**src/rtl/broadcast_wakeup_station_pkg.sv**
```systemverilog
// Shared definitions for the reservation station and the dispatch/execute block:
// functional-unit IDs, default widths and the station entry record.
package broadcast_wakeup_station_pkg;

   localparam int unsigned RS_DATA_WIDTH = 32;
   localparam int unsigned RS_TAG_WIDTH  = 7;
   localparam int unsigned RS_EXEC_WIDTH = 4;
   localparam int unsigned RS_DEPTH_DEF  = 8;

   typedef enum logic [3:0] {
      FU_AND  = 4'd0,
      FU_OR   = 4'd1,
      FU_SRA  = 4'd2,
      FU_SRL  = 4'd3,
      FU_XOR  = 4'd4,
      FU_SLTU = 4'd5,
      FU_SLT  = 4'd6,
      FU_SLL  = 4'd7,
      FU_SUB  = 4'd8,
      FU_ADD  = 4'd9,
      FU_NOP  = 4'd15
   } fu_id_e;

   // Operand slot: value when ready, producer tag in the low bits otherwise.
   typedef struct packed {
      logic                     ready;
      logic [RS_DATA_WIDTH-1:0] value;
   } rs_operand_t;

   typedef struct packed {
      logic                    valid;
      fu_id_e                  executionID;
      logic [RS_TAG_WIDTH-1:0] executionTag;
      rs_operand_t             op1;
      rs_operand_t             op2;
   } rs_entry_t;

endpackage

```
**src/rtl/broadcast_wakeup_station_entry.sv**
```systemverilog
// One reservation-station entry: allocation write, per-operand broadcast
// snoop with allocate-bypass, and the combined operand-ready flag.
module rs_entry
   import broadcast_wakeup_station_pkg::*;
#(
   parameter int unsigned DATA_WIDTH = RS_DATA_WIDTH,
   parameter int unsigned TAG_WIDTH  = RS_TAG_WIDTH,
   parameter int unsigned EXEC_WIDTH = RS_EXEC_WIDTH
)(
   input  logic                  clk,
   input  logic                  rst,
   input  logic                  flush_i,
   input  logic                  alloc_we_i,
   input  logic [EXEC_WIDTH-1:0] alloc_id_i,
   input  logic [TAG_WIDTH-1:0]  alloc_tag_i,
   input  logic                  alloc_op1_ready_i,
   input  logic [DATA_WIDTH-1:0] alloc_op1_i,
   input  logic                  alloc_op2_ready_i,
   input  logic [DATA_WIDTH-1:0] alloc_op2_i,
   input  logic                  issue_clr_i,
   input  logic                  bcast_valid_i,
   input  logic [TAG_WIDTH-1:0]  bcast_tag_i,
   input  logic [DATA_WIDTH-1:0] bcast_data_i,
   output logic                  valid_o,
   output logic                  ready_o,
   output logic [EXEC_WIDTH-1:0] id_o,
   output logic [TAG_WIDTH-1:0]  tag_o,
   output logic [DATA_WIDTH-1:0] op1_o,
   output logic [DATA_WIDTH-1:0] op2_o
);

   logic                  valid_q, valid_d;
   logic [EXEC_WIDTH-1:0] id_q, id_d;
   logic [TAG_WIDTH-1:0]  tag_q, tag_d;
   logic                  op1_rdy_q, op1_rdy_d;
   logic                  op2_rdy_q, op2_rdy_d;
   logic [DATA_WIDTH-1:0] op1_q, op1_d;
   logic [DATA_WIDTH-1:0] op2_q, op2_d;

   logic hit1_alloc, hit2_alloc, hit1_wake, hit2_wake;

   function automatic logic tag_hit(input logic rdy, input logic [DATA_WIDTH-1:0] slot,
                                    input logic bv, input logic [TAG_WIDTH-1:0] bt);
      return !rdy && bv && (slot[TAG_WIDTH-1:0] == bt);
   endfunction

   assign hit1_alloc = tag_hit(alloc_op1_ready_i, alloc_op1_i, bcast_valid_i, bcast_tag_i);
   assign hit2_alloc = tag_hit(alloc_op2_ready_i, alloc_op2_i, bcast_valid_i, bcast_tag_i);
   assign hit1_wake  = tag_hit(op1_rdy_q, op1_q, bcast_valid_i, bcast_tag_i);
   assign hit2_wake  = tag_hit(op2_rdy_q, op2_q, bcast_valid_i, bcast_tag_i);

   always_comb begin
      valid_d   = valid_q;
      id_d      = id_q;
      tag_d     = tag_q;
      op1_rdy_d = op1_rdy_q;
      op2_rdy_d = op2_rdy_q;
      op1_d     = op1_q;
      op2_d     = op2_q;
      if (flush_i) begin
         valid_d = 1'b0;
      end else if (alloc_we_i) begin
         valid_d   = 1'b1;
         id_d      = alloc_id_i;
         tag_d     = alloc_tag_i;
         op1_rdy_d = alloc_op1_ready_i | hit1_alloc;
         op2_rdy_d = alloc_op2_ready_i | hit2_alloc;
         op1_d     = hit1_alloc ? bcast_data_i : alloc_op1_i;
         op2_d     = hit2_alloc ? bcast_data_i : alloc_op2_i;
      end else if (valid_q) begin
         if (issue_clr_i) valid_d = 1'b0;
         if (hit1_wake) begin
            op1_rdy_d = 1'b1;
            op1_d     = bcast_data_i;
         end
         if (hit2_wake) begin
            op2_rdy_d = 1'b1;
            op2_d     = bcast_data_i;
         end
      end
   end

   always_ff @(posedge clk or posedge rst) begin
      if (rst) begin
         valid_q   <= 1'b0;
         id_q      <= '0;
         tag_q     <= '0;
         op1_rdy_q <= 1'b0;
         op2_rdy_q <= 1'b0;
         op1_q     <= '0;
         op2_q     <= '0;
      end else begin
         valid_q   <= valid_d;
         id_q      <= id_d;
         tag_q     <= tag_d;
         op1_rdy_q <= op1_rdy_d;
         op2_rdy_q <= op2_rdy_d;
         op1_q     <= op1_d;
         op2_q     <= op2_d;
      end
   end

   assign valid_o = valid_q;
   assign ready_o = op1_rdy_q & op2_rdy_q;
   assign id_o    = id_q;
   assign tag_o   = tag_q;
   assign op1_o   = op1_q;
   assign op2_o   = op2_q;

endmodule

```
**src/rtl/broadcast_wakeup_station.sv**
```systemverilog
// Reservation station top: free/eligible priority select, registered issue
// port, back-to-back same-FU mask and occupancy count over rs_entry slots.
module broadcast_wakeup_station
   import broadcast_wakeup_station_pkg::*;
#(
   parameter int unsigned DATA_WIDTH = RS_DATA_WIDTH,
   parameter int unsigned TAG_WIDTH  = RS_TAG_WIDTH,
   parameter int unsigned EXEC_WIDTH = RS_EXEC_WIDTH,
   parameter int unsigned RS_DEPTH   = RS_DEPTH_DEF
)(
   input  logic                         clk,
   input  logic                         rst,
   input  logic                         flush,
   input  logic                         alloc_valid,
   output logic                         alloc_ready,
   input  logic [EXEC_WIDTH-1:0]        alloc_executionID,
   input  logic [TAG_WIDTH-1:0]         alloc_executionTag,
   input  logic                         alloc_op1_ready,
   input  logic [DATA_WIDTH-1:0]        alloc_op1,
   input  logic                         alloc_op2_ready,
   input  logic [DATA_WIDTH-1:0]        alloc_op2,
   input  logic                         broadcastDataAvailable,
   input  logic [TAG_WIDTH-1:0]         broadcastDestinationTag,
   input  logic [DATA_WIDTH-1:0]        broadcastDestinationData,
   input  logic [(2**EXEC_WIDTH)-1:0]   availableFunctionalUnits,
   output logic                         dispatch,
   output logic [DATA_WIDTH-1:0]        op1,
   output logic [DATA_WIDTH-1:0]        op2,
   output logic [EXEC_WIDTH-1:0]        executionID,
   output logic [TAG_WIDTH-1:0]         executionTag,
   output logic [$clog2(RS_DEPTH):0]    occupancy
);

   localparam int unsigned OCC_W = $clog2(RS_DEPTH) + 1;
   localparam logic [RS_DEPTH-1:0]   LSB_ONE = RS_DEPTH'(1);
   localparam logic [EXEC_WIDTH-1:0] NOP_ID  = EXEC_WIDTH'(FU_NOP);

   logic [RS_DEPTH-1:0]   ent_valid, ent_ready;
   logic [RS_DEPTH-1:0]   free_vec, alloc_oh, alloc_we;
   logic [RS_DEPTH-1:0]   eligible, sel_oh, issue_clr;
   logic [EXEC_WIDTH-1:0] ent_id  [RS_DEPTH];
   logic [TAG_WIDTH-1:0]  ent_tag [RS_DEPTH];
   logic [DATA_WIDTH-1:0] ent_op1 [RS_DEPTH];
   logic [DATA_WIDTH-1:0] ent_op2 [RS_DEPTH];

   logic                  alloc_fire, issue_fire;
   logic [EXEC_WIDTH-1:0] sel_id;
   logic [TAG_WIDTH-1:0]  sel_tag;
   logic [DATA_WIDTH-1:0] sel_op1, sel_op2;

   logic                  dispatch_q, dispatch_d;
   logic [DATA_WIDTH-1:0] op1_q, op1_d, op2_q, op2_d;
   logic [EXEC_WIDTH-1:0] exec_id_q, exec_id_d;
   logic [TAG_WIDTH-1:0]  exec_tag_q, exec_tag_d;
   logic [OCC_W-1:0]      occ_q, occ_d;

   // Room depends only on registered valid bits; an issuing slot frees next cycle.
   assign free_vec    = ~ent_valid;
   assign alloc_ready = |free_vec;
   assign alloc_oh    = free_vec & (~free_vec + LSB_ONE);
   assign alloc_fire  = alloc_valid & alloc_ready & ~flush;
   assign alloc_we    = alloc_fire ? alloc_oh : '0;

   for (genvar g = 0; g < RS_DEPTH; g++) begin : g_entry
      rs_entry #(
         .DATA_WIDTH (DATA_WIDTH),
         .TAG_WIDTH  (TAG_WIDTH),
         .EXEC_WIDTH (EXEC_WIDTH)
      ) u_entry (
         .clk               (clk),
         .rst               (rst),
         .flush_i           (flush),
         .alloc_we_i        (alloc_we[g]),
         .alloc_id_i        (alloc_executionID),
         .alloc_tag_i       (alloc_executionTag),
         .alloc_op1_ready_i (alloc_op1_ready),
         .alloc_op1_i       (alloc_op1),
         .alloc_op2_ready_i (alloc_op2_ready),
         .alloc_op2_i       (alloc_op2),
         .issue_clr_i       (issue_clr[g]),
         .bcast_valid_i     (broadcastDataAvailable),
         .bcast_tag_i       (broadcastDestinationTag),
         .bcast_data_i      (broadcastDestinationData),
         .valid_o           (ent_valid[g]),
         .ready_o           (ent_ready[g]),
         .id_o              (ent_id[g]),
         .tag_o             (ent_tag[g]),
         .op1_o             (ent_op1[g]),
         .op2_o             (ent_op2[g])
      );
   end

   // The idle bit lags a dispatch by one cycle, so the FU just issued is masked;
   // NOP has no unit to occupy and is exempt.
   always_comb begin
      eligible = '0;
      for (int unsigned i = 0; i < RS_DEPTH; i++) begin
         eligible[i] = ent_valid[i] & ent_ready[i] & availableFunctionalUnits[ent_id[i]] &
                       ~(dispatch_q & (ent_id[i] == exec_id_q) & (ent_id[i] != NOP_ID));
      end
   end

   assign sel_oh     = eligible & (~eligible + LSB_ONE);
   assign issue_fire = (|eligible) & ~flush;
   assign issue_clr  = issue_fire ? sel_oh : '0;

   always_comb begin
      sel_id  = '0;
      sel_tag = '0;
      sel_op1 = '0;
      sel_op2 = '0;
      for (int unsigned i = 0; i < RS_DEPTH; i++) begin
         if (sel_oh[i]) begin
            sel_id  = sel_id  | ent_id[i];
            sel_tag = sel_tag | ent_tag[i];
            sel_op1 = sel_op1 | ent_op1[i];
            sel_op2 = sel_op2 | ent_op2[i];
         end
      end
   end

   always_comb begin
      dispatch_d = issue_fire;
      op1_d      = op1_q;
      op2_d      = op2_q;
      exec_id_d  = exec_id_q;
      exec_tag_d = exec_tag_q;
      if (issue_fire) begin
         op1_d      = sel_op1;
         op2_d      = sel_op2;
         exec_id_d  = sel_id;
         exec_tag_d = sel_tag;
      end
      if (flush) occ_d = '0;
      else       occ_d = occ_q + OCC_W'(alloc_fire) - OCC_W'(issue_fire);
   end

   always_ff @(posedge clk or posedge rst) begin
      if (rst) begin
         dispatch_q <= 1'b0;
         op1_q      <= '0;
         op2_q      <= '0;
         exec_id_q  <= '0;
         exec_tag_q <= '0;
         occ_q      <= '0;
      end else begin
         dispatch_q <= dispatch_d;
         op1_q      <= op1_d;
         op2_q      <= op2_d;
         exec_id_q  <= exec_id_d;
         exec_tag_q <= exec_tag_d;
         occ_q      <= occ_d;
      end
   end

   assign dispatch     = dispatch_q;
   assign op1          = op1_q;
   assign op2          = op2_q;
   assign executionID  = exec_id_q;
   assign executionTag = exec_tag_q;
   assign occupancy    = occ_q;

endmodule

```
**config.mk**
```make
export PLATFORM = sky130hd
export DESIGN_NAME = broadcast_wakeup_station
export DESIGN_NICKNAME = d
export VERILOG_FILES = /design/src/rtl/broadcast_wakeup_station_pkg.sv /design/src/rtl/broadcast_wakeup_station_entry.sv /design/src/rtl/broadcast_wakeup_station.sv
export SDC_FILE = /design/constraint.sdc
export NUM_CORES = 2
export LEC_CHECK = 0
export ABC_AREA = 1
export CAP_MARGIN = 20
export CORE_ASPECT_RATIO = 0.9
export CORE_MARGIN = 1
export CORE_UTILIZATION = 51
export DETAILED_ROUTE_END_ITERATION = 8
export PLACE_DENSITY_LB_ADDON = 0.08
export SLEW_MARGIN = 5
export SYNTH_ARGS = -nofsm -noshare
export SYNTH_HDL_FRONTEND = slang
export SYNTH_HIERARCHICAL = 1
export SYNTH_SLANG_ARGS = --single-unit
```
**constraint.sdc**
```tcl
create_clock -name clk -period 4.8 [get_ports clk]
set_input_delay 0.48 -clock clk [delete_from_list [all_inputs] [get_ports clk]]
set_output_delay 0.48 -clock clk [all_outputs]
set_load 0.02 [all_outputs]
```
==> reports/results.ini <==
[outcome]
status=completed

[hold_path]
holdPathEnd=g_entry[2].u_entry/op1_o[21]
whs_path_depth=2
hp-class=reg -> reg
hold_start=g_entry[2].u_entry/op1_o[21]

[cts]
cts_made_buffers=81
h-tree-depth=3
clock_latency_ns=0.68
clock-sinks=704
clk_pin_slew_ns=0.06
cts_setup_buffers=0
cts_tree=done
clock_path_buffers=3
cts.hold.buffers_added=0
cts_resized=0
root_buffer=clkbuf_16

[placement]
dpl.hpwl_mm=125
place_inst=8464
port_buffers=217
place_ws_ns=0.919
gp_congestion=0.998
place_area_um2=50200

[setup_path]
ff2ff_path_depth=17
crit_family=buffers and inverters
path_max_fanout=48
slowest_stage=buf_4
worst_setup_path_start_kind=flop
critPathBufInv=5
crit_arrival_ns=4.48
rrSetupSlack_ns=0.86
cp.required_ns=5.34
crit_path_end_kind=flop
rr_endpoint=g_entry[3].u_entry/valid_o
path_class=reg -> reg
slowest_delay_ns=0.71
worstPathCellList=clkinv_1, nand2_1, nand3_1, nand3_1, nand3_1, nand2_1, nand2_1, nand2_1, a21oi_1, nand3_2, nand2_4, inv_4, buf_4, buf_4, nand3_1, inv_1, o21ai_0
r2r_start=g_entry[5].u_entry/id_o[0]

[yosys]
yosys-top-cells-count=nand2_1, nand3_1, inv_1
syn_inst=7314
async_reset_ff_share_pct=100
ys_seq_elements=704
syn_area_um2=47800
ys.flop_type=dfrtp_1
seq_area_frac_synth_pct=36.8
yosysTopAreaCell=dfrtp_1
synth_edf_count=0
synth_cell_types=36
synth_top_area_share_pct=36.8
postSynthAreaPerCell_um2=6.54
syn-num-nets=7456
yosysMostFrequentCell=nand2_1
ys_warn_count=6
ys_top_cells_by_area=dfrtp_1, nand2_1, nand3_1, inv_1, nor2_1

[timing]
fin_hold_ws_ns=0.478
min_period_ns=3.94
final-setup-viol-count=0
skew_ns=0.0430
tns_ns=0
maxSlewViolCount=0
rsz0062_at_grt=false
post-route-period-util_pct=82.1
slew_headroom_pct=17.0
worst_pin_slew_ns=1.24
max_freq_mhz=254
setup_slack_ns=0.859
hold_viol=0

[cells_and_area]
final_area_um2=53100
multi_input_area_um2=24800
fillers=9197
area_growth_syn_to_layout_pct=10.9
finalNonFillerCells=8616
utilization_pct=57.1
final_nets=7450
regArea_um2=17600
drive_gt1_share_pct=6.97

[floorplanning]
num_rows=106
die_y_um=293
die-width_um=325
start_util_pct=51.5
io_pins=218
dieArea_um2=95100
core_um2=93000

[power_and_ir_drop]
powerDensity_nw_per_um2=327
total_power_mw=17.3
vdd_drop_max_uv=275
leakagePower_nw=28.8

[route]
vias=50620
drt_iter0_drc=6099
vias_per_cell=5.88
drcViolationCount=0
wl_per_cell_um=22.7
ant_nets=0
dr.pass1.iters=7
drt-total-wl_mm=196

[global_route]
grt_pass1_wl_mm=297
grt_overflow=0
grt_usage_pct=40.6
antenna_found_initial=6
grt_max_degree=138
grt_pass1_vias=47429

[flow_run]
max-cap-violations=0

## per-layer routing
layer / GRT usage [%] / wire length, µm / up-vias
li1: - / - / 23032
met1: 55.6 / 80000 / 23852
met2: 61.8 / 84700 / 3175
met3: 9.34 / 22900 / 557
met4: 16.9 / 8210 / 4
met5: 0 / 33 / -
## registers in the layout, indices dropped and copies added (netlist names)
name / flops
g_entry.u_entry/op2_o: 256
op2: 32
g_entry.u_entry/op2_rdy_q: 8
g_entry.u_entry/valid_o: 8
g_entry.u_entry/op1_rdy_q: 8
occupancy: 4
executionID: 4
op1: 32
dispatch: 1
g_entry.u_entry/op1_o: 256
g_entry.u_entry/tag_o: 56
executionTag: 7
g_entry.u_entry/id_o: 32
## cells in the final DEF (no fill, tap or decap), types with 3 or more instances in the layout
master / instances
nand2_1: 2700
nand3_1: 1250
inv_1: 718
dfrtp_1: 704
nor2_1: 615
clkdlybuf4s50_1: 212
nand3b_1: 203
nand4_1: 189
buf_4: 123
a21oi_1: 101
mux2_2: 88
clkbuf_16: 82
nand2_2: 57
xnor2_1: 55
inv_2: 50
o21ai_0: 26
or2_0: 24
clkbuf_1: 22
clkbuf_8: 21
o21ai_1: 14
nand2_4: 12
clkinv_2: 12
buf_12: 12
inv_4: 11
o211ai_1: 8
a21oi_4: 8
xor2_1: 7
buf_2: 5
nor2_4: 4
ha_1: 4
bufinv_16: 4
clkinv_8: 4
diode_2: 3
nand3_4: 3
nor3_2: 3
## kinds of logic (layout without fill, tap and decap cells)
group | Yosys count | count (layout) | share of synthesized area, %
xor+xnor | 62 | 62 | 1.13
compound gates | 158 | 158 | 1.89
other cells | 0 | 3 | 0
mux | 88 | 88 | 2.07
simple gates | 5068 | 5068 | 46.3
flops | 704 | 704 | 36.8
buf+inv | 1229 | 1286 | 11.6
fa+ha+maj | 5 | 5 | 0.146
## area by class of cell
| cell class | count | share of cell area [%] |
|---|---|---|
| tap | 1242 | 2.93 |
| multi-input combinational | 5381 | 46.7 |
| clock inverter | 21 | 0.578 |
| timing repair buffer | 356 | 6.40 |
| sequential | 704 | 33.2 |
| clock buffer | 125 | 4.57 |
| inverter | 784 | 5.61 |
| antenna | 3 | 0.0142 |
## where the power goes
part           total [mW]  switching, mW  internal [mW]  leakage, nW
combinational        3.63           2.19           1.44         17.9
clock                6.45           2.74           3.71         1.33
sequential           7.24          0.630           6.61         9.51
total                17.3           5.56           11.8         28.8
## worst register-to-register path, stage by stage, from the launching register on
cell	delay (ns)
dfrtp_1	0.60
clkinv_1	0.41
nand2_1	0.16
nand3_1	0.08
nand3_1	0.10
nand3_1	0.12
nand2_1	0.14
nand2_1	0.10
nand2_1	0.14
a21oi_1	0.08
nand3_2	0.12
nand2_4	0.07
inv_4	0.05
buf_4	0.49
buf_4	0.72
nand3_1	0.25
inv_1	0.09
o21ai_0	0.10
## how the worst max path moves through the flow
stage	endpoint	slack, ns	from	depth (start not counted)
2_1_floorplan	occupancy[2]	1.79	executionID[0]	21
3_3_place_gp	g_entry[3].u_entry/valid_o	0.97	availableFunctionalUnits[14]	18
3_5_place_dp	g_entry[3].u_entry/valid_o	0.92	availableFunctionalUnits[14]	18
4_1_cts	g_entry[3].u_entry/valid_o	1.02	g_entry[5].u_entry/id_o[0]	17
5_1_grt	g_entry[3].u_entry/valid_o	0.65	g_entry[5].u_entry/id_o[0]	17
6_report	g_entry[3].u_entry/valid_o	0.86	g_entry[5].u_entry/id_o[0]	17
(Power assumes the default switching activity.)
